File: src/rtl/sdram_cmd_arbiter_if.sv
// ---------------------------------------------------------------------------
// sdram_cmd_arbiter_if
// Bundles every engine-facing and pad-facing signal of the SDRAM command
// arbiter. The clock and reset are not part of this bundle.
//   slave  : arbiter side. It takes in the init, refresh and channel engine
//            signals and drives the pulses, the muxed pad bus and status.
//   master : engine/pad side. This is the mirror image of slave.
// Parameters:
//   NUM_CH : number of client engines
//   DW     : DQ width
//   AW     : address width
//   BAW    : bank address width
// ---------------------------------------------------------------------------
interface sdram_cmd_arbiter_if #(
  parameter int NUM_CH = 2,
  parameter int DW     = 24,
  parameter int AW     = 13,
  parameter int BAW    = 2
);
  // grant_id keeps at least one bit so that NUM_CH=1 stays legal
  localparam int GW = (NUM_CH > 1) ? $clog2(NUM_CH) : 1;

  logic                  init_end;
  logic [3:0]            init_cmd;
  logic [AW-1:0]         init_addr;
  logic                  ref_req;
  logic                  ref_en;
  logic                  ref_end;
  logic [3:0]            ref_cmd;
  logic [AW-1:0]         ref_addr;
  logic [NUM_CH-1:0]     ch_req;
  logic [NUM_CH-1:0]     ch_we;
  logic [NUM_CH-1:0]     ch_en;
  logic [NUM_CH-1:0]     ch_end;
  logic [4*NUM_CH-1:0]   ch_cmd;
  logic [AW*NUM_CH-1:0]  ch_addr;
  logic [BAW*NUM_CH-1:0] ch_bank;
  logic [DW*NUM_CH-1:0]  ch_wdata;
  logic [3:0]            sdram_cmd;
  logic [AW-1:0]         sdram_addr;
  logic [BAW-1:0]        sdram_bank;
  logic [DW-1:0]         sdram_dq_out;
  logic                  sdram_dq_oe;
  logic [GW-1:0]         grant_id;
  logic                  busy;
  logic                  timeout_err;

  modport slave (
    input  init_end, init_cmd, init_addr,
    input  ref_req, ref_end, ref_cmd, ref_addr,
    input  ch_req, ch_we, ch_end, ch_cmd, ch_addr, ch_bank, ch_wdata,
    output ref_en, ch_en,
    output sdram_cmd, sdram_addr, sdram_bank, sdram_dq_out, sdram_dq_oe,
    output grant_id, busy, timeout_err
  );

  modport master (
    output init_end, init_cmd, init_addr,
    output ref_req, ref_end, ref_cmd, ref_addr,
    output ch_req, ch_we, ch_end, ch_cmd, ch_addr, ch_bank, ch_wdata,
    input  ref_en, ch_en,
    input  sdram_cmd, sdram_addr, sdram_bank, sdram_dq_out, sdram_dq_oe,
    input  grant_id, busy, timeout_err
  );
endinterface

File: src/rtl/sdram_cmd_arbiter.sv
// ---------------------------------------------------------------------------
// sdram_cmd_arbiter
// This block puts the init engine, the auto-refresh engine and NUM_CH burst
// engines onto one SDRAM command/address/bank/DQ bus.
//   - Refresh has fixed top priority.
//   - The client channels are served round-robin.
//   - A refresh never preempts a burst that is already running.
// Ports:
//   sclk  : controller clock
//   s_rst : asynchronous reset, active-high
//   bus   : sdram_cmd_arbiter_if.slave. It carries the engine handshakes
//           (req/en/end), the per-engine cmd/addr/bank/wdata, the muxed pad
//           outputs, grant_id, busy and timeout_err.
// Optional feature:
//   Define SDRAM_ARB_TIMEOUT_EN to build in a watchdog. The watchdog forces
//   the arbiter back to ARBIT when AREF or ACCESS lasts TIMEOUT_CYC cycles,
//   and it then sets the sticky timeout_err flag. When the macro is not
//   defined, timeout_err is tied to 0 and the arbiter waits for the end
//   pulses without any limit.
// ---------------------------------------------------------------------------
module sdram_cmd_arbiter #(
  parameter int NUM_CH      = 2,
  parameter int DW          = 24,
  parameter int AW          = 13,
  parameter int BAW         = 2,
  parameter int TIMEOUT_CYC = 4096
) (
  input  logic                sclk,
  input  logic                s_rst,
  sdram_cmd_arbiter_if.slave  bus
);
  localparam int GW = (NUM_CH > 1) ? $clog2(NUM_CH) : 1;

  typedef enum logic [1:0] {
    IDLE   = 2'd0,
    ARBIT  = 2'd1,
    AREF   = 2'd2,
    ACCESS = 2'd3
  } state_t;

  state_t            state;
  logic [GW-1:0]     grant;
  logic [GW-1:0]     rr_ptr;
  logic              gnt_we;
  logic              ref_pulse;
  logic [NUM_CH-1:0] ch_pulse;
  logic [GW-1:0]     win;
  logic              found;
  logic [NUM_CH-1:0] win_onehot;
  int                idx;
  int                gi;

`ifdef SDRAM_ARB_TIMEOUT_EN
  localparam int CW = $clog2(TIMEOUT_CYC) + 1;
  logic [CW-1:0] wd_cnt;
  logic          wd_expired;
  logic          err_flag;

  assign wd_expired = (wd_cnt == CW'(TIMEOUT_CYC - 1));
  assign bus.timeout_err = err_flag;
`else
  // The watchdog is not built, so TIMEOUT_CYC has no effect here
  if (TIMEOUT_CYC < 1) begin : g_timeout_unused
  end
  assign bus.timeout_err = 1'b0;
`endif

  // Round-robin winner: take the first request found when scanning from rr_ptr+1 upward, wrapping modulo NUM_CH
  always_comb begin
    found = 1'b0;
    win   = '0;
    idx   = 0;
    for (int i = 1; i <= NUM_CH; i++) begin
      idx = int'(rr_ptr) + i;
      if (idx >= NUM_CH) begin
        idx = idx - NUM_CH;
      end else begin
        idx = idx;
      end
      if (!found && bus.ch_req[idx]) begin
        found = 1'b1;
        win   = GW'(idx);
      end else begin
        found = found;
      end
    end
  end

  // One-hot form of the winning channel, loaded into ch_en
  always_comb begin
    win_onehot      = '0;
    win_onehot[win] = 1'b1;
  end

  // Integer copy of the registered grant, used to index the packed channel buses
  always_comb begin
    gi = int'(grant);
  end

  // Output mux: it is driven only by the registered state and grant, so its select lines never glitch
  always_comb begin
    bus.sdram_cmd  = 4'b0111;
    bus.sdram_addr = '0;
    bus.sdram_bank = '0;
    case (state)
      IDLE: begin
        bus.sdram_cmd  = bus.init_cmd;
        bus.sdram_addr = bus.init_addr;
      end
      ARBIT: begin
        bus.sdram_cmd  = 4'b0111;
      end
      AREF: begin
        bus.sdram_cmd  = bus.ref_cmd;
        bus.sdram_addr = bus.ref_addr;
      end
      ACCESS: begin
        bus.sdram_cmd  = bus.ch_cmd[gi*4 +: 4];
        bus.sdram_addr = bus.ch_addr[gi*AW +: AW];
        bus.sdram_bank = bus.ch_bank[gi*BAW +: BAW];
      end
      default: begin
        bus.sdram_cmd  = 4'b0111;
      end
    endcase
  end

  assign bus.sdram_dq_out = bus.ch_wdata[gi*DW +: DW];
  assign bus.sdram_dq_oe  = (state == ACCESS) && gnt_we;
  assign bus.busy         = (state == AREF) || (state == ACCESS);
  assign bus.ref_en       = ref_pulse;
  assign bus.ch_en        = ch_pulse;
  assign bus.grant_id     = grant;

  // Arbiter FSM. The start pulses and the grant are registered on the same edge as the state change
  always_ff @(posedge sclk or posedge s_rst) begin
    if (s_rst) begin
      state     <= IDLE;
      ref_pulse <= 1'b0;
      ch_pulse  <= '0;
      grant     <= '0;
      gnt_we    <= 1'b0;
      rr_ptr    <= GW'(NUM_CH - 1);
`ifdef SDRAM_ARB_TIMEOUT_EN
      wd_cnt    <= '0;
      err_flag  <= 1'b0;
`endif
    end else begin
      ref_pulse <= 1'b0;
      ch_pulse  <= '0;
`ifdef SDRAM_ARB_TIMEOUT_EN
      // The count restarts from 0 each time AREF or ACCESS is entered
      if ((state == AREF) || (state == ACCESS)) begin
        wd_cnt <= wd_cnt + CW'(1);
      end else begin
        wd_cnt <= '0;
      end
`endif
      case (state)
        IDLE: begin
          if (bus.init_end) begin
            state <= ARBIT;
          end else begin
            state <= IDLE;
          end
        end
        ARBIT: begin
          if (bus.ref_req) begin
            ref_pulse <= 1'b1;
            state     <= AREF;
          end else if (found) begin
            ch_pulse  <= win_onehot;
            grant     <= win;
            gnt_we    <= bus.ch_we[win];
            state     <= ACCESS;
          end else begin
            state     <= ARBIT;
          end
        end
        AREF: begin
          if (bus.ref_end) begin
            state <= ARBIT;
`ifdef SDRAM_ARB_TIMEOUT_EN
          end else if (wd_expired) begin
            state    <= ARBIT;
            err_flag <= 1'b1;
`endif
          end else begin
            state <= AREF;
          end
        end
        ACCESS: begin
          // Only the end pulse of the granted channel counts. Moving rr_ptr to it gives the next channel priority
          if (bus.ch_end[grant]) begin
            state  <= ARBIT;
            rr_ptr <= grant;
`ifdef SDRAM_ARB_TIMEOUT_EN
          end else if (wd_expired) begin
            state    <= ARBIT;
            rr_ptr   <= grant;
            err_flag <= 1'b1;
`endif
          end else begin
            state <= ACCESS;
          end
        end
        default: begin
          state <= IDLE;
        end
      endcase
    end
  end
endmodule

File: src/flat_wrapper.sv
// flat-port wrapper written by rule: the top's interface ports become plain ports
module sdram_cmd_arbiter_flat 
#(
  parameter int NUM_CH      = 2,
  parameter int DW          = 24,
  parameter int AW          = 13,
  parameter int BAW         = 2,
  parameter int TIMEOUT_CYC = 4096
)
  (sclk, s_rst, bus_init_end, bus_init_cmd, bus_init_addr, bus_ref_req, bus_ref_end, bus_ref_cmd, bus_ref_addr, bus_ch_req, bus_ch_we, bus_ch_end, bus_ch_cmd, bus_ch_addr, bus_ch_bank, bus_ch_wdata, bus_ref_en, bus_ch_en, bus_sdram_cmd, bus_sdram_addr, bus_sdram_bank, bus_sdram_dq_out, bus_sdram_dq_oe, bus_grant_id, bus_busy, bus_timeout_err);
  sdram_cmd_arbiter_if #(.NUM_CH(NUM_CH), .DW(DW), .AW(AW), .BAW(BAW)) bus_i ();
  input  logic sclk;
  input  logic s_rst;
  input wire logic [$bits(bus_i.init_end)-1:0] bus_init_end;
  input wire logic [$bits(bus_i.init_cmd)-1:0] bus_init_cmd;
  input wire logic [$bits(bus_i.init_addr)-1:0] bus_init_addr;
  input wire logic [$bits(bus_i.ref_req)-1:0] bus_ref_req;
  input wire logic [$bits(bus_i.ref_end)-1:0] bus_ref_end;
  input wire logic [$bits(bus_i.ref_cmd)-1:0] bus_ref_cmd;
  input wire logic [$bits(bus_i.ref_addr)-1:0] bus_ref_addr;
  input wire logic [$bits(bus_i.ch_req)-1:0] bus_ch_req;
  input wire logic [$bits(bus_i.ch_we)-1:0] bus_ch_we;
  input wire logic [$bits(bus_i.ch_end)-1:0] bus_ch_end;
  input wire logic [$bits(bus_i.ch_cmd)-1:0] bus_ch_cmd;
  input wire logic [$bits(bus_i.ch_addr)-1:0] bus_ch_addr;
  input wire logic [$bits(bus_i.ch_bank)-1:0] bus_ch_bank;
  input wire logic [$bits(bus_i.ch_wdata)-1:0] bus_ch_wdata;
  output wire logic [$bits(bus_i.ref_en)-1:0] bus_ref_en;
  output wire logic [$bits(bus_i.ch_en)-1:0] bus_ch_en;
  output wire logic [$bits(bus_i.sdram_cmd)-1:0] bus_sdram_cmd;
  output wire logic [$bits(bus_i.sdram_addr)-1:0] bus_sdram_addr;
  output wire logic [$bits(bus_i.sdram_bank)-1:0] bus_sdram_bank;
  output wire logic [$bits(bus_i.sdram_dq_out)-1:0] bus_sdram_dq_out;
  output wire logic [$bits(bus_i.sdram_dq_oe)-1:0] bus_sdram_dq_oe;
  output wire logic [$bits(bus_i.grant_id)-1:0] bus_grant_id;
  output wire logic [$bits(bus_i.busy)-1:0] bus_busy;
  output wire logic [$bits(bus_i.timeout_err)-1:0] bus_timeout_err;
  assign bus_i.init_end = bus_init_end;
  assign bus_i.init_cmd = bus_init_cmd;
  assign bus_i.init_addr = bus_init_addr;
  assign bus_i.ref_req = bus_ref_req;
  assign bus_i.ref_end = bus_ref_end;
  assign bus_i.ref_cmd = bus_ref_cmd;
  assign bus_i.ref_addr = bus_ref_addr;
  assign bus_i.ch_req = bus_ch_req;
  assign bus_i.ch_we = bus_ch_we;
  assign bus_i.ch_end = bus_ch_end;
  assign bus_i.ch_cmd = bus_ch_cmd;
  assign bus_i.ch_addr = bus_ch_addr;
  assign bus_i.ch_bank = bus_ch_bank;
  assign bus_i.ch_wdata = bus_ch_wdata;
  assign bus_ref_en = bus_i.ref_en;
  assign bus_ch_en = bus_i.ch_en;
  assign bus_sdram_cmd = bus_i.sdram_cmd;
  assign bus_sdram_addr = bus_i.sdram_addr;
  assign bus_sdram_bank = bus_i.sdram_bank;
  assign bus_sdram_dq_out = bus_i.sdram_dq_out;
  assign bus_sdram_dq_oe = bus_i.sdram_dq_oe;
  assign bus_grant_id = bus_i.grant_id;
  assign bus_busy = bus_i.busy;
  assign bus_timeout_err = bus_i.timeout_err;
  sdram_cmd_arbiter #(.NUM_CH(NUM_CH), .DW(DW), .AW(AW), .BAW(BAW), .TIMEOUT_CYC(TIMEOUT_CYC)) u_core (.sclk(sclk), .s_rst(s_rst), .bus(bus_i));
endmodule
File: config.mk
export PLATFORM = sky130hd
export DESIGN_NAME = sdram_cmd_arbiter_flat
export DESIGN_NICKNAME = d
export VERILOG_FILES = /design/src/rtl/sdram_cmd_arbiter_if.sv /design/src/rtl/sdram_cmd_arbiter.sv /design/src/flat_wrapper.sv
export SDC_FILE = /design/constraint.sdc
export NUM_CORES = 1
export LEC_CHECK = 0
export ABC_CLOCK_PERIOD_IN_PS = 1980
export BUFFER_PORTS_ARGS = -buffer_cell sky130_fd_sc_hd__buf_2
export CORE_AREA = 2 2 70 72
export DETAILED_ROUTE_END_ITERATION = 6
export DIE_AREA = 0 0 72 74
export PLACE_DENSITY = 0.76
export SETUP_SLACK_MARGIN = 0.2
export SLEW_MARGIN = 20
export SYNTH_ARGS = -nofsm -noshare
export SYNTH_HDL_FRONTEND = slang
export SYNTH_SLANG_ARGS = --single-unit
export TNS_END_PERCENT = 1
File: constraint.sdc
create_clock -name sclk -period 1.98 [get_ports sclk]
set_input_delay 0 -clock sclk [delete_from_list [all_inputs] [get_ports sclk]]
set_output_delay 0 -clock sclk [all_outputs]
set_load 0.1 [all_outputs]
==> results.sh <==
export IMPL_post_route_util_pct=64.5
export IMPL_clockRootBuffer="clkbuf_8"
export IMPL_arrival_ns=1.67
export IMPL_clock_fmax_ghz=0.598
export IMPL_whs_path_depth=2
export IMPL_drv_cap=0
export IMPL_worst_endpoint_required_ns=1.98
export IMPL_dieArea_sq_um=5330
export IMPL_dp_hpwl_um=4510
export IMPL_area_delta_synth_final_pct=131
export IMPL_synth_area_sq_um=1290
export IMPL_drive_gt1_share_pct=70.0
export IMPL_num_rows=25
export IMPL_netlist_instances=150
export IMPL_status="completed"
export IMPL_dieWidth_um=72
export IMPL_synthFlopType="dfrtp_1"
export IMPL_fin_setup_tns_ns=0
export IMPL_synth_common_cells="mux2_2 (25), mux2i_1 (20), a21oi_1 (17)"
export IMPL_diodes=0
export IMPL_critPathKind="register to output pin"
export IMPL_hold_class="input pin to register"
export IMPL_core_area_sq_um=4600
export IMPL_skew_ns=0.00604
export IMPL_drtIter0Drc=19
export IMPL_hold_viol=0
export IMPL_final_nets=455
export IMPL_setup_viol=0
export IMPL_cts_buffers_inserted=3
export IMPL_post_route_min_period_ns=1.67
export IMPL_cts_tree="yes"
export IMPL_drtAntennaViolNets=0
export IMPL_dr_total_vias=1836
export IMPL_post_route_drc_count=0
export IMPL_portBuffers=179
export IMPL_synth_avg_cell_area_sq_um=8.58
export IMPL_synth_largest_area_cell="mux2_2"
export IMPL_dr_pass1_iters=4
export IMPL_viasPerCell=4.87
export IMPL_rr_endpoint="u_core.bus.grant_id"
export IMPL_yosysWarnings=0
export IMPL_finalCritPeriodShare_pct=84.4
export IMPL_clk_latency_ns=0.23
export IMPL_reg2reg_slack_ns=0.60
export IMPL_cp_startpoint="u_core.state[1]"
export IMPL_ys_top_cells_by_area="mux2_2 (22%), mux2i_1 (16%), dfrtp_1 (14%)"
export IMPL_synth_seq_cells=8
export IMPL_critical_path_endpoint="bus_sdram_cmd[2]"
export IMPL_cts_htree_levels=1
export IMPL_clkTransAtPathRegs_ns=0.05
export IMPL_synth_async_sr_flop_share_pct=100
export IMPL_nFillCells=361
export IMPL_synth_top_area_share_pct=21.9
export IMPL_synth_most_common_cell="mux2_2"
export IMPL_worst_setup_path_start_kind="register"
export IMPL_synth_edf_count=0
export IMPL_clockBufferDepth=2
export IMPL_synth_seq_area_share_pct=15.6
export IMPL_ios=181
export IMPL_antenna_found_initial=0
export IMPL_overflow=0
export IMPL_syn_nets=281
export IMPL_rsz0062_at_grt="no"
export IMPL_drv_slew=0
export IMPL_grt_use_total_pct=18.3
export IMPL_worst_path_max_fanout=13
export IMPL_start_util_pct=28.0
export IMPL_routed_wl_um=5300
export IMPL_cts_sinks=8
export IMPL_synth_distinct_cells=30
export IMPL_worstReg2RegStart="u_core.state[1]"
export IMPL_worst_setup_path_end_kind="output pin"
export IMPL_grt_pass1_vias=1769
export IMPL_grt_first_pass_wirelength_um=7800
export IMPL_wire_per_inst_um=14.1
export IMPL_gp_congestion=0.785
export IMPL_rr_worst_depth=4
export IMPL_die_height_um=74
export IMPL_grt_max_degree=48
==> flip-flops by register name (all words and copies together), names as in the netlist <==
| signal | count |
|---|---|
| u_core.bus.ch_en | 2 |
| u_core.bus.ref_en | 1 |
| u_core.gnt_we | 1 |
| u_core.bus.grant_id | 1 |
| u_core.state | 2 |
| u_core.rr_ptr | 1 |
==> critical path, stage by stage, from the launching register on <==
cell	delay [ns]
dfrtp_2	0.49
buf_4	0.22
or3_1	0.38
o31ai_1	0.12
a31oi_4	0.06
buf_12	0.18
==> kinds of logic after synthesis <==
group	synth area share, %
other cells	0.291
simple gates	8.65
buf+inv	10.3
mux	37.4
compound gates	27.7
flops	15.6
==> layer usage <==
metal	routed length (um)	GRT usage, %	vias to the layer above	share of wire, %
met5	0	0	-	0
met4	79	5.45	0	1.5
met3	515	2.85	8	9.7
met2	2890	37.3	122	55
met1	1810	19.1	804	34
li1	-	-	902	-
==> layout by cell type, fill, tap and decap left out, types with 2 or more instances in the layout <==
master / n
nor2_4: 3
dfrtp_1: 5
nand2_1: 2
mux2i_1: 20
a21oi_1: 17
clkbuf_8: 3
buf_4: 4
nor2_1: 2
a31oi_4: 3
or3_1: 4
buf_12: 45
mux2_2: 25
o21ai_0: 14
and3_1: 2
o31ai_1: 3
a21o_1: 14
dfrtp_2: 2
o211ai_1: 2
inv_1: 4
buf_2: 135
==> repair_timing <==
action / CTS / global route
hold buffers: 1 / 0
buffers inserted: 0 / 0
setup endpoints to repair: 1 / 3
endpoints found under the hold margin: 8 / 0
resized for setup: 1 / 1
==> worst min-delay path by stage <==
stage	slack, ns	to	from
after floorplan	-0.19	u_core.bus.ch_en[0]	s_rst
after global placement	-0.04	u_core.bus.ch_en[1]	s_rst
after detailed placement	-0.04	u_core.bus.ch_en[1]	s_rst
after CTS	0.02	u_core.bus.ch_en[1]	bus_ref_req
after global routing	0.03	u_core.bus.ch_en[1]	bus_ref_req
final	0.02	u_core.bus.ch_en[1]	bus_ref_req
==> per-stage QoR <==
stage	area, sq um	instances	setup slack, ns	hold slack [ns]
global route	2970	377	0.227	0.0272
finish	2970	377	0.309	0.0223
detailed placement	2910	372	0.443	-0.0393
floorplan	1350	150	0.0934	-0.185
global placement	2910	372	0.491	-0.0433
CTS	2970	377	0.215	0.0163
==> final cells by class <==
cell class | count | area (sq um) | area share, %
clock buffer | 4 | 45.0 | 1.52
inverter | 4 | 15.0 | 0.506
multi-input combinational | 122 | 1020 | 34.4
sequential | 8 | 204 | 6.87
tap | 54 | 67.6 | 2.28
timing repair buffer | 185 | 1620 | 54.5
Power is not shown: default switching activity piles up to over one toggle a cycle in this logic, so the estimate is an artifact.
